<file path="src/rtl/io_port_pkg.sv">
// Shared constants and types for the io_port block: character width,
// output FSM states and the I/O opcode bit positions within IR.
package io_port_pkg;

  localparam int unsigned CharWidth = 8;

  // Bit positions of the I/O opcodes within IR[11:6]
  localparam int unsigned IrInpBit = 11;
  localparam int unsigned IrOutBit = 10;
  localparam int unsigned IrSkiBit = 9;
  localparam int unsigned IrSkoBit = 8;
  localparam int unsigned IrIonBit = 7;
  localparam int unsigned IrIofBit = 6;

  typedef enum logic {
    StIdle = 1'b0,
    StSend = 1'b1
  } out_state_e;

endpackage

</file>
<file path="src/rtl/io_port_if.sv">
// Device-side valid/ready channels: keyboard into the port, port out to the printer.
// master = device side, slave = io_port side.
interface io_port_if;
  import io_port_pkg::*;

  logic [CharWidth-1:0] dev_in_data;
  logic                 dev_in_valid;
  logic                 dev_in_ready;
  logic [CharWidth-1:0] dev_out_data;
  logic                 dev_out_valid;
  logic                 dev_out_ready;

  modport master (
    output dev_in_data, dev_in_valid, dev_out_ready,
    input  dev_in_ready, dev_out_data, dev_out_valid
  );

  modport slave (
    input  dev_in_data, dev_in_valid, dev_out_ready,
    output dev_in_ready, dev_out_data, dev_out_valid
  );

endinterface

</file>
<file path="src/rtl/io_out_fsm.sv">
// Output side of the I/O port: owns OUTR, the FGO flag and the printer handshake.
module io_out_fsm
  import io_port_pkg::*;
(
  input  logic                 clk,
  input  logic                 rst,
  input  logic                 out_en,
  input  logic [CharWidth-1:0] ac_byte,
  input  logic                 dev_out_ready,
  output logic                 fgo,
  output logic                 dev_out_valid,
  output logic [CharWidth-1:0] dev_out_data
);

  out_state_e           state;
  logic [CharWidth-1:0] outr;

  // OUTR feeds the printer directly, so data is stable for the whole SEND state
  assign dev_out_data = outr;

  // Two-state FSM with registered flag and valid; out_en outside IDLE is dropped
  always_ff @(posedge clk) begin
    if (rst) begin
      state         <= StIdle;
      outr          <= '0;
      fgo           <= 1'b1;
      dev_out_valid <= 1'b0;
    end else begin
      unique case (state)
        StIdle: begin
          if (out_en) begin
            outr          <= ac_byte;
            fgo           <= 1'b0;
            dev_out_valid <= 1'b1;
            state         <= StSend;
          end
        end
        StSend: begin
          if (dev_out_ready) begin
            fgo           <= 1'b1;
            dev_out_valid <= 1'b0;
            state         <= StIdle;
          end
        end
      endcase
    end
  end

endmodule

</file>
<file path="src/rtl/io_port.sv">
// Basic-computer style I/O port: input register/flag, output FSM, skip logic
// and optional interrupt support selected by the IO_PORT_IRQ_EN macro.
module io_port
  import io_port_pkg::*;
#(
  parameter int unsigned WIDTH = 16
) (
  input  logic                 clk,
  input  logic                 rst,
  input  logic [WIDTH-1:0]     ac_in,
  input  logic                 inp_en,
  input  logic                 out_en,
  input  logic                 ski_en,
  input  logic                 sko_en,
  input  logic                 ion_en,
  input  logic                 iof_en,
  input  logic                 clr_r,
  output logic [CharWidth-1:0] inpr,
  output logic                 fgi,
  output logic                 fgo,
  output logic                 ien,
  output logic                 r_flag,
  output logic                 skip,
  io_port_if.slave             dev
);

  logic in_xfer;

  // Only the low character of AC is used by the port
  logic unused_ac;
  assign unused_ac = ^ac_in[WIDTH-1:CharWidth];

  assign dev.dev_in_ready = ~fgi;
  assign in_xfer          = dev.dev_in_valid & dev.dev_in_ready;

  assign skip = (ski_en & fgi) | (sko_en & fgo);

  // Input register and FGI; inp_en wins over a coincident transfer
  always_ff @(posedge clk) begin
    if (rst) begin
      inpr <= '0;
      fgi  <= 1'b0;
    end else if (inp_en) begin
      fgi <= 1'b0;
    end else if (in_xfer) begin
      inpr <= dev.dev_in_data;
      fgi  <= 1'b1;
    end
  end

  io_out_fsm u_out_fsm (
    .clk           (clk),
    .rst           (rst),
    .out_en        (out_en),
    .ac_byte       (ac_in[CharWidth-1:0]),
    .dev_out_ready (dev.dev_out_ready),
    .fgo           (fgo),
    .dev_out_valid (dev.dev_out_valid),
    .dev_out_data  (dev.dev_out_data)
  );

`ifdef IO_PORT_IRQ_EN
  // Interrupt enable and request; clr_r clears both and beats any set
  always_ff @(posedge clk) begin
    if (rst) begin
      ien    <= 1'b0;
      r_flag <= 1'b0;
    end else if (clr_r) begin
      ien    <= 1'b0;
      r_flag <= 1'b0;
    end else begin
      if (ion_en) begin
        ien <= 1'b1;
      end else if (iof_en) begin
        ien <= 1'b0;
      end
      if (ien && (fgi || fgo)) begin
        r_flag <= 1'b1;
      end
    end
  end
`else
  logic unused_irq;
  assign unused_irq = ion_en ^ iof_en ^ clr_r;
  assign ien        = 1'b0;
  assign r_flag     = 1'b0;
`endif

endmodule
</file>
<file path="src/flat_wrapper.sv">
// flat-port wrapper written by rule: the top's interface ports become plain ports
module io_port_flat import io_port_pkg::*;
#(
  parameter int unsigned WIDTH = 16
)
  (clk, rst, ac_in, inp_en, out_en, ski_en, sko_en, ion_en, iof_en, clr_r, inpr, fgi, fgo, ien, r_flag, skip, dev_dev_in_data, dev_dev_in_valid, dev_dev_out_ready, dev_dev_in_ready, dev_dev_out_data, dev_dev_out_valid);
  io_port_if dev_i ();
  input  logic clk;
  input  logic rst;
  input  logic [WIDTH-1:0] ac_in;
  input  logic inp_en;
  input  logic out_en;
  input  logic ski_en;
  input  logic sko_en;
  input  logic ion_en;
  input  logic iof_en;
  input  logic clr_r;
  output logic [CharWidth-1:0] inpr;
  output logic fgi;
  output logic fgo;
  output logic ien;
  output logic r_flag;
  output logic skip;
  input wire logic [$bits(dev_i.dev_in_data)-1:0] dev_dev_in_data;
  input wire logic [$bits(dev_i.dev_in_valid)-1:0] dev_dev_in_valid;
  input wire logic [$bits(dev_i.dev_out_ready)-1:0] dev_dev_out_ready;
  output wire logic [$bits(dev_i.dev_in_ready)-1:0] dev_dev_in_ready;
  output wire logic [$bits(dev_i.dev_out_data)-1:0] dev_dev_out_data;
  output wire logic [$bits(dev_i.dev_out_valid)-1:0] dev_dev_out_valid;
  assign dev_i.dev_in_data = dev_dev_in_data;
  assign dev_i.dev_in_valid = dev_dev_in_valid;
  assign dev_i.dev_out_ready = dev_dev_out_ready;
  assign dev_dev_in_ready = dev_i.dev_in_ready;
  assign dev_dev_out_data = dev_i.dev_out_data;
  assign dev_dev_out_valid = dev_i.dev_out_valid;
  io_port #(.WIDTH(WIDTH)) u_core (.clk(clk), .rst(rst), .ac_in(ac_in), .inp_en(inp_en), .out_en(out_en), .ski_en(ski_en), .sko_en(sko_en), .ion_en(ion_en), .iof_en(iof_en), .clr_r(clr_r), .inpr(inpr), .fgi(fgi), .fgo(fgo), .ien(ien), .r_flag(r_flag), .skip(skip), .dev(dev_i));
endmodule
</file>
<file path="config.mk">
export PLATFORM = sky130hd
export DESIGN_NAME = io_port_flat
export DESIGN_NICKNAME = d
export VERILOG_FILES = /design/src/rtl/io_port_pkg.sv /design/src/rtl/io_port_if.sv /design/src/rtl/io_out_fsm.sv /design/src/rtl/io_port.sv /design/src/flat_wrapper.sv
export SDC_FILE = /design/constraint.sdc
export NUM_CORES = 1
export LEC_CHECK = 0
export CORE_ASPECT_RATIO = 1.25
export CORE_MARGIN = 1.5
export CORE_UTILIZATION = 38
export DETAILED_ROUTE_END_ITERATION = 7
export GPL_TIMING_DRIVEN = 0
export PLACE_DENSITY = 0.84
export SLEW_MARGIN = 10
export SYNTH_ARGS = -nofsm -noshare
export SYNTH_HDL_FRONTEND = slang
export SYNTH_HIERARCHICAL = 1
export SYNTH_SLANG_ARGS = --single-unit
</file>
<file path="constraint.sdc">
create_clock -name clk -period 1.95 [get_ports clk]
set_clock_uncertainty 0.15 [all_clocks]
set_input_delay 0.195 -clock clk [delete_from_list [all_inputs] [get_ports clk]]
set_output_delay 0.195 -clock clk [all_outputs]
set_load 0.02 [all_outputs]
</file>
# After elaboration in Yosys (flattened, before gate mapping)
# Cells that the tools add are included.
[word_totals]
ff_bits = 20
output_inout_bits = 23
[classes]
eq_ne = 2
n_mux = 9
bitwise_logic = 7
reduce_logical = 4
[ops]
columns = ["cell", "count"]
rows = [
  ["$mux W1", 6],
  ["$pmux W1 S2", 3],
  ["$reduce_and A2 Y1", 3],
  ["$ne A2 B2 Y1 const B", 2],
  ["$and A1 B1 Y1", 3],
  ["$not A1 Y1", 3],
  ["$reduce_or A2 Y1", 1],
  ["$or A1 B1 Y1", 1],
]

# Logic depth before layout (Yosys ltp)
# Gate-level depths: netlist of the first run.
[depth]
word_depth = 3
mapped_depth = 3
mapped_depth_nobuf = 2

# Cells and area by module
# Netlist of the first run, hierarchy kept.
[modules_own_cells]
columns = ["mod", "instances", "cells_each", "area_per_inst_um2"]
rows = [
  ["io_out_fsm", 1, 46, 466.7],
  ["io_port", 1, 43, 429.2],
]

# Least setup slack after synthesis of the first run
# Ideal clock, no wire load.
[synth_path]
kind = "register -> register"
from = "register u_core.fgi"
to = "register u_core.inpr[0]"
arrival_ns = 0.924
t_required_ns = 1.728
setup_slack_ns = 0.804
path_stages_with_launch = 4
n_path_buf = 1
path_cell_list = "dfxtp_1 > nor3b_2 > buf_6 > mux2i_1"
[synth_via]
elab_chain_len = 3
[synth_lines]
columns = ["item", "line_no", "source"]
rows = [
  ["start: declaration", "io_port.sv:19", "output logic fgi,"],
  ["start signal: assignment", "io_port.sv:42", "fgi <= 1'b0;"],
  ["start signal: assignment", "io_port.sv:44", "fgi <= 1'b0;"],
  ["start signal: assignment", "io_port.sv:47", "fgi <= 1'b1;"],
  ["$not A1 Y1", "io_port.sv:33", "assign dev.dev_in_ready = ~fgi;"],
  ["$and A1 B1 Y1", "io_port.sv:34", "assign in_xfer = dev.dev_in_valid & dev.dev_in_ready;"],
  ["$reduce_and A2 Y1 (no source line)", "-", ""],
  ["end signal: assignment", "io_port.sv:46", "inpr <= dev.dev_in_data;"],
  ["end: declaration", "io_port.sv:18", "output logic [CharWidth-1:0] inpr,"],
]
# No other way between the ends.
# A chain may end at the register's enable or synchronous reset.

# Final worst setup path of the first run
[layout_path]
from = "register u_core.fgi"
to = "output skip"
[layout_via]
elab_chain_len = 2
[layout_lines]
columns = ["item", "line_no", "source"]
rows = [
  ["$and A1 B1 Y1", "io_port.sv:36", "assign skip = (ski_en & fgi) | (sko_en & fgo);"],
  ["$or A1 B1 Y1", "io_port.sv:36", ""],
  ["end: declaration", "flat_wrapper.sv:23", "output logic skip;"],
]
# No other way between the ends.

==> summary.txt, run 1 <==
Outcome
  • Status: finished clean

Final layout
  • Multi-input gate area in the final layout: 450 um2
  • Sequential Area: 400 um2
  • Final net count: 174
  • Area delta synth->final: 56.4%
  • Fraction of layout cells with a size suffix above 1: 7.30%
  • Commonest cells after routing, fill and taps aside: clkdlybuf4s50_1 (44), nand2b_1 (26), dfxtp_1 (20)
  • Most common cell after layout, fill and taps aside: clkdlybuf4s50_1
  • Filler Cell Count: 199
  • Ant. Diodes: 0

Timing
  • Peak Freq: 555 MHz
  • Fin crit period: 1.80 ns
  • Final hold violation count: 0
  • Max Slew Vio Count: 0
  • RSZ-0062 raised after global routing: false
  • Setup TNS: 0 ns
  • Setup WS post-layout: 0.148 ns
  • Final Setup Violations: 0
  • Fin crit share: 92.4%

Setup path
  • Worst r2r src: u_core/u_out_fsm/state$_SDFF_PP0_
  • Crit Path Max Fanout: 5
  • Crit path kind: reg2out
  • CP arrival: 1.46 ns
  • Buf+Inv Stages, Crit Path: 1
  • Startpoint class of the critical path: flip-flop
  • Critical-path cell list: a22o_2 > clkdlybuf4s50_1
  • Crit end category: primary output
  • CP peak stage delay: 0.59 ns
  • CP startpoint: u_core/fgi$_SDFFE_PP0P_
  • Delay-heaviest family, CP: buffers and inverters
  • CP required: 1.60 ns
  • Slowest-stage cell, CP: clkdlybuf4s50_1

Clocking
  • Post-CTS Setup Bufs: 0
  • Cts-stage hold buffer count: 0
  • CTS tree: built
  • Post-CTS sizing: 0
  • Clk root buf: clkbuf_4
  • Clock Sinks: 20
  • H-tree depth: 1
  • Worst-Skew Late Latency: 0.28 ns
  • CTS Buffer Depth: 2
  • Clk pin slew, worst setup/hold paths: 0.10 ns
  • TritonCTS Buffers: 3

Hold path
  • Hold Crit Start: u_core/u_out_fsm/dev_out_data[0]$_SDFFE_PP0P_
  • Worst Hold Class: reg2reg

Run
  • Max-cap viol count: 0

Floorplan
  • IO Pins: 58
  • Die area: 0.00266 mm2
  • Die Width: 46.4 um
  • Die height: 57.3 um
  • Rows: 19
  • Starting Density: 40.5%
  • Core area: 0.00221 mm2

Detailed routing
  • ANT nets after route: 0
  • DR vias/cell: 4.64
  • DRC errors left: 0
  • First drt pass iteration count: 4
  • Detailed Route Iter0 Violations: 4
  • Vias: 780
  • WL/cell: 11.5 um
  • Post-Route WL: 1940 um

Placement
  • Dpl ws: 0.143 ns
  • Port Buf Inserts: 44
  • Hpwl dp: 1530 um
  • Routability cong.: 0.669

Pwr
  • Leakage: 0.508 nW
  • Worst IR drop on VDD: 0.000533 V
  • Design Power: 851 uW
  • Power per cell area: 607 mW/mm2

Global routing
  • Largest net degree at the start of global routing: 19
  • Initial antenna violation count: 0
  • Vias in the first global route: 818
  • Total GRT Usage: 15.7%
  • Total gr overflow: 0
  • First-pass GRT wire length: 3200 um

Yosys
  • Post-synthesis cell type count: 18
  • Synth Cell Area: 896 um2
  • Register area share after synthesis: 44.7%
  • Mapped Cells: 89
  • Syn Area/Cell: 10.1 um2
  • YS warnings: 6
  • #FFs+latches synth: 20
registers in the layout, summed over array words and instances (netlist names):
register                        cells
u_core/inpr                         8
u_core/fgi                          1
u_core/u_out_fsm/dev_out_data       8
u_core/u_out_fsm/fgo                1
u_core/u_out_fsm/state              1
u_core/u_out_fsm/dev_out_valid      1
Yosys cell counts (all sizes together):
cell type  count  area share [%]
nor2           1            0.42
a21oi          3             1.7
o21ai          8             4.5
nor2b          1            0.70
a22o           1             1.1
o21bai         1            0.84
nand4bb        8              10
nor3b          1             1.4
conb           1            0.42
nor3           1            0.56
dfxtp         20              45
clkbuf         3             1.3
inv            1            0.42
nand2b        26              18
a21bo          1             1.1
buf            4             3.8
mux2i          8             8.9
final cells by class:
type,count,share of cell area [%]
Tap cell,31,2.77
Timing Repair Buffer,44,31.4
Buffer,7,3.21
Inverter,1,0.268
Sequential cell,20,28.6
Multi-Input combinational cell,62,32.1
Clock buffer,3,1.61
worst register-to-register path: stages (launching register included):
cell,delay [ns]
dfxtp_1,0.37
clkbuf_1,0.32
nand2b_1,0.19
a21oi_1,0.08
power by group:
part	total [mW]	switching, mW	internal, mW
clock network	0.184	0.112	0.0717
registers	0.447	0.0139	0.434
logic	0.219	0.0917	0.128
total	0.851	0.218	0.633
layer usage:
layer  up-vias  wire [um]  GRT usage, %
li1        395          -             -
met1       349        792          17.0
met2        36        988          30.0
met3         0        154          2.53
met4         0          0          3.67
met5         -          0             0
metrics by stage:
| stage | utilization (%) | hold slack (ns) | std cells | instance area (um2) |
|---|---|---|---|---|
| 5_1_grt | 63.4 | 0.338 | 168 | 1400 |
| 6_report | 63.4 | 0.322 | 168 | 1400 |
| 2_1_floorplan | - | 0.124 | 90 | 900 |
| 3_3_place_gp | 62.4 | 0.304 | 165 | 1380 |
| 3_5_place_dp | 62.4 | 0.309 | 165 | 1380 |
| 4_1_cts | 63.4 | 0.314 | 168 | 1400 |
worst paths after layout:
| kind | slack, ns | depth (start not counted) | to |
|---|---|---|---|
| setup / recovery | 0.15 | 2 | skip |
| hold / removal | 0.32 | 2 | u_core/u_out_fsm/dev_out_data[0]$_SDFFE_PP0P_ |
| setup reg to reg | 0.73 | 3 | u_core/u_out_fsm/state$_SDFF_PP0_ |
| hold reg to reg | 0.32 | 2 | u_core/u_out_fsm/dev_out_data[0]$_SDFFE_PP0P_ |
logic make-up after synthesis:
| logic type | Yosys count | share of synthesized area, % |
|---|---|---|
| other | 1 | 0.419 |
| multiplexers | 8 | 8.94 |
| buffers and inverters | 8 | 5.45 |
| AO/OA/AOI/OAI | 14 | 9.22 |
| flip-flops | 20 | 44.7 |
| AND/OR/NAND/NOR | 38 | 31.3 |
Power figures use the tool's default switching activity.
==> inputs of run 2 (changes only) <==
CTS_CLUSTER_SIZE = 14   (was default)
GPL_TIMING_DRIVEN = default   (was 0)
==> summary.txt, run 2 (synthesis results as in run 1) <==
Hold path
  • Worst Hold Class: in2reg

Global routing
  • Total GRT Usage: 16.2%
  • Total gr overflow: 0
  • Largest net degree at the start of global routing: 37
  • Initial antenna violation count: 0
  • Vias in the first global route: 799
  • First-pass GRT wire length: 3260 um

Floorplan
  • Core area: 0.00221 mm2
  • IO Pins: 58
  • Starting Density: 40.5%
  • Die area: 0.00266 mm2
  • Die Width: 46.4 um
  • Rows: 19
  • Die height: 57.3 um

Setup path
  • CP arrival: 1.48 ns
  • CP peak stage delay: 0.59 ns
  • Buf+Inv Stages, Crit Path: 1
  • Crit path kind: reg2out
  • CP required: 1.60 ns
  • Slowest-stage cell, CP: clkdlybuf4s50_1
  • Crit end category: primary output
  • Startpoint class of the critical path: flip-flop
  • Delay-heaviest family, CP: buffers and inverters
  • Crit Path Max Fanout: 5
  • Critical-path cell list: a22o_2 > clkdlybuf4s50_1

Final layout
  • Fraction of layout cells with a size suffix above 1: 8.15%
  • Most common cell after layout, fill and taps aside: clkdlybuf4s50_1
  • Final net count: 171
  • Ant. Diodes: 0
  • Area delta synth->final: 58.1%
  • Sequential Area: 400 um2
  • Filler Cell Count: 191
  • Multi-input gate area in the final layout: 450 um2
  • Commonest cells after routing, fill and taps aside: clkdlybuf4s50_1 (44), nand2b_1 (26), dfxtp_1 (20)

Timing
  • Minimum hold slack: 0.304 ns
  • Peak Freq: 549 MHz
  • Final Setup Violations: 0
  • Fin crit share: 93.4%
  • RSZ-0062 raised after global routing: false
  • Final hold violation count: 0
  • Max Slew Vio Count: 0
  • Setup TNS: 0 ns
  • Fin crit period: 1.82 ns

Clocking
  • H-tree depth: 1
  • Worst-Skew Late Latency: 0.30 ns
  • Clk root buf: clkbuf_4
  • CTS Buffer Depth: 2
  • CTS tree: built
  • Clk pin slew, worst setup/hold paths: 0.12 ns
  • Clock Sinks: 20
  • TritonCTS Buffers: 3
  • Cts-stage hold buffer count: 0
  • Post-CTS Setup Bufs: 0
  • Post-CTS sizing: 0

Pwr
  • Worst IR drop on VDD: 0.000485 V
  • Power per cell area: 709 mW/mm2
  • Leakage: 0.517 nW

Detailed routing
  • WL/cell: 12.0 um
  • DRC errors left: 0
  • DR vias/cell: 4.71
  • Detailed Route Iter0 Violations: 9
  • First drt pass iteration count: 4
  • ANT nets after route: 0
  • Post-Route WL: 2000 um
  • Vias: 782

Placement
  • Port Buf Inserts: 44
  • Routability cong.: 0.631
  • Hpwl dp: 1450 um

Outcome
  • Status: finished clean

Run
  • Max-cap viol count: 0
[run 2: cell types whose count changed in the layout (fill, tap and decap cells not counted)]
cell       change
buf_4          +1
buf_6          -1
bufinv_16      +1
clkbuf_1       -3
[run 2: final timing paths]
path	to	cells after the start	slack, ns	from
max	skip	2	0.13	u_core/fgi$_SDFFE_PP0P_
min	u_core/inpr[0]$_SDFFE_PP0P_	3	0.30	dev_dev_in_data[0]
max reg2reg	u_core/inpr[7]$_SDFFE_PP0P_	3	0.76	u_core/fgi$_SDFFE_PP0P_
min reg2reg	u_core/inpr[0]$_SDFFE_PP0P_	2	0.33	u_core/inpr[0]$_SDFFE_PP0P_
[run 2: tightest hold or removal path, stage by stage]
cell and delay, ns:
clkdlybuf4s50_1 0.40, nand2b_1 0.07, mux2i_1 0.06
[run 2: cell type report]
cell class | instances | area share [%]
repair buffers | 48 | 33.2
multi-input cells | 62 | 31.8
flip-flops and latches | 20 | 28.3
well taps | 31 | 2.74
clock inverters | 1 | 2.12
clock buffers | 3 | 1.59
inverters | 1 | 0.265
[run 2: where the power goes]
group	internal, mW	total, mW	leakage, nW	switching [mW]
clock	0.208	0.340	0.0279	0.132
sequential	0.434	0.451	0.164	0.0177
combinational	0.126	0.213	0.324	0.0879
[run 2: per-stage QoR]
step	util, %	instance area [um2]	setup slack [ns]	power [mW]	std cells
global route	64.1	1420	0.0485	1.05	166
CTS	64.1	1420	0.114	1.02	166
detailed placement	61.7	1360	0.216	0.675	162
global placement	61.7	1360	0.233	0.669	162
floorplan	-	900	0.804	0.561	90
finish	64.1	1420	0.128	1.00	166
[run 2: metal layers]
layer	vias up	GRT usage [%]	routed length [um]
li1	392	-	-
met1	354	19.4	879
met2	36	28.8	961
met3	0	2.22	158
met4	0	4.90	0
met5	-	0	0
==> inputs of run 3 (changes only) <==
CELL_PAD_IN_SITES_DETAIL_PLACEMENT = 0   (was default)
CELL_PAD_IN_SITES_GLOBAL_PLACEMENT = 2   (was default)
CORE_UTILIZATION = 19   (was 38)
PLACE_DENSITY = default   (was 0.84)
PLACE_DENSITY_LB_ADDON = 0.1   (was default)
clock period = 1.7 ns   (was 1.95 ns; I/O delays follow)
==> summary.txt, run 3 (synthesis results as in run 1) <==
Outcome
  • Status: finished clean

Pwr
  • Power per cell area: 741 mW/mm2
  • Leakage: 0.522 nW
  • Switching Share: 25.6%
  • Clock Power Share: 29.1%
  • Design Power: 1.08 mW
  • Worst IR drop on VDD: 0.000221 V
  • Internal power: 801 uW
  • Sequential power share: 47.9%
  • Combinational group share of total power: 23.0%
  • Net Sw Power: 275 uW

Setup path
  • Delay-heaviest family, CP: buffers and inverters
  • CP peak stage delay: 0.63 ns
  • Crit Path Max Fanout: 5
  • Crit path kind: reg2out
  • Buf+Inv Stages, Crit Path: 1
  • Startpoint class of the critical path: flip-flop
  • Slowest-stage cell, CP: clkdlybuf4s50_1
  • Crit end category: primary output
  • CP required: 1.38 ns
  • Critical-path cell list: clkdlybuf4s50_1
  • CP arrival: 1.29 ns

Timing
  • Peak Freq: 620 MHz
  • Fin crit share: 94.9%
  • Setup WS post-layout: 0.0862 ns
  • Setup TNS: 0 ns
  • Max Slew Vio Count: 0
  • Minimum hold slack: 0.316 ns
  • Final hold violation count: 0
  • Fin crit period: 1.61 ns
  • Final Setup Violations: 0
  • RSZ-0062 raised after global routing: false

Clocking
  • Clk root buf: clkbuf_8
  • Clock Sinks: 20
  • Clk pin slew, worst setup/hold paths: 0.08 ns
  • CTS tree: built
  • H-tree depth: 1
  • TritonCTS Buffers: 3
  • CTS Buffer Depth: 2
  • Worst-Skew Late Latency: 0.26 ns

Final layout
  • Area delta synth->final: 62.2%
  • Most common cell after layout, fill and taps aside: clkdlybuf4s50_1
  • Commonest cells after routing, fill and taps aside: clkdlybuf4s50_1 (43), nand2b_1 (26), dfxtp_1 (20)
  • Final net count: 173
  • Ant. Diodes: 0
  • Post-Layout Cell Count: 194
  • Fraction of layout cells with a size suffix above 1: 8.82%

Detailed routing
  • ANT nets after route: 0
  • DRC errors left: 0
  • Post-Route WL: 2110 um
  • Vias: 756
  • Detailed Route Iter0 Violations: 16
  • DR vias/cell: 3.90
  • WL/cell: 10.9 um
  • First drt pass iteration count: 2

Placement
  • Cell total after placement: 191
  • Port Buf Inserts: 44
  • Hpwl dp: 1560 um
  • Routability cong.: 0.573
  • Dpl ws: 0.0294 ns

Global routing
  • Largest net degree at the start of global routing: 22
  • First-pass GRT wire length: 3460 um
  • Vias in the first global route: 770
  • Initial antenna violation count: 0
  • Total GRT Usage: 8.66%
  • Total gr overflow: 0

Hold path
  • Worst Hold Class: reg2reg

Floorplan
  • Die area: 0.00514 mm2
  • IO Pins: 58
  • Die height: 79.8 um
  • Starting Density: 20.1%
  • Core area: 0.00446 mm2
  • Die Width: 64.4 um
  • Rows: 27

Run
  • Max-cap viol count: 0
[run 3: changes by cell type in the layout (fill, tap and decap cells not counted)]
cell	previous run	this run
buf_4	4	6
dlygate4sd2_1	0	1
clkdlybuf4s50_1	44	43
bufinv_16	1	0
clkbuf_4	3	0
clkbuf_8	0	3
[run 3: routing by layer]
layer | vias to the layer above | share of wire (%) | track usage, %
met5 | - | 0 | 0
met4 | 0 | 1.2 | 4.47
met3 | 4 | 8.3 | 2.82
met2 | 30 | 46 | 14.4
met1 | 331 | 45 | 9.87
li1 | 391 | - | -
[run 3: path summary, 6_finish.rpt]
path | from | endpoint | slack (ns) | cells after the start
hold / removal | u_core/u_out_fsm/dev_out_data[0]$_SDFFE_PP0P_ | u_core/u_out_fsm/dev_out_data[0]$_SDFFE_PP0P_ | 0.32 | 2
setup / recovery | u_core/fgi$_SDFFE_PP0P_ | fgi | 0.09 | 1
hold reg to reg | u_core/u_out_fsm/dev_out_data[0]$_SDFFE_PP0P_ | u_core/u_out_fsm/dev_out_data[0]$_SDFFE_PP0P_ | 0.32 | 2
setup reg to reg | u_core/fgi$_SDFFE_PP0P_ | u_core/inpr[0]$_SDFFE_PP0P_ | 0.53 | 3
[run 3: final cells by class]
class,count,area (um2)
inverter,1,3.75
tap,58,72.6
timing repair buffer,50,484
multi-input combinational,62,450
sequential,20,400
fill,492,3010
clock buffer,3,41.3
[run 3: per-stage QoR]
step / area [um2] / util, %
floorplan: 900 / -
global placement: 1410 / 31.7
detailed placement: 1410 / 31.7
CTS: 1450 / 32.6
global route: 1450 / 32.6
finish: 1450 / 32.6
[run 3: power groups by stage]
stage	logic, mW	clock network, mW	registers (mW)
floorplan	0.0868	0	0.556
global placement	0.252	0	0.527
detailed placement	0.252	0	0.527
CTS	0.252	0.339	0.516
global route	0.266	0.360	0.521
finish	0.248	0.313	0.515
[run 3: repair_timing]
| action | CTS | global route |
|---|---|---|
| hold buffers | 0 | 0 |
| setup endpoints to repair | 1 | 0 |
| endpoints found under the hold margin | 0 | 0 |
| gates resized for setup | 1 | 0 |
| buffers inserted | 0 | 0 |
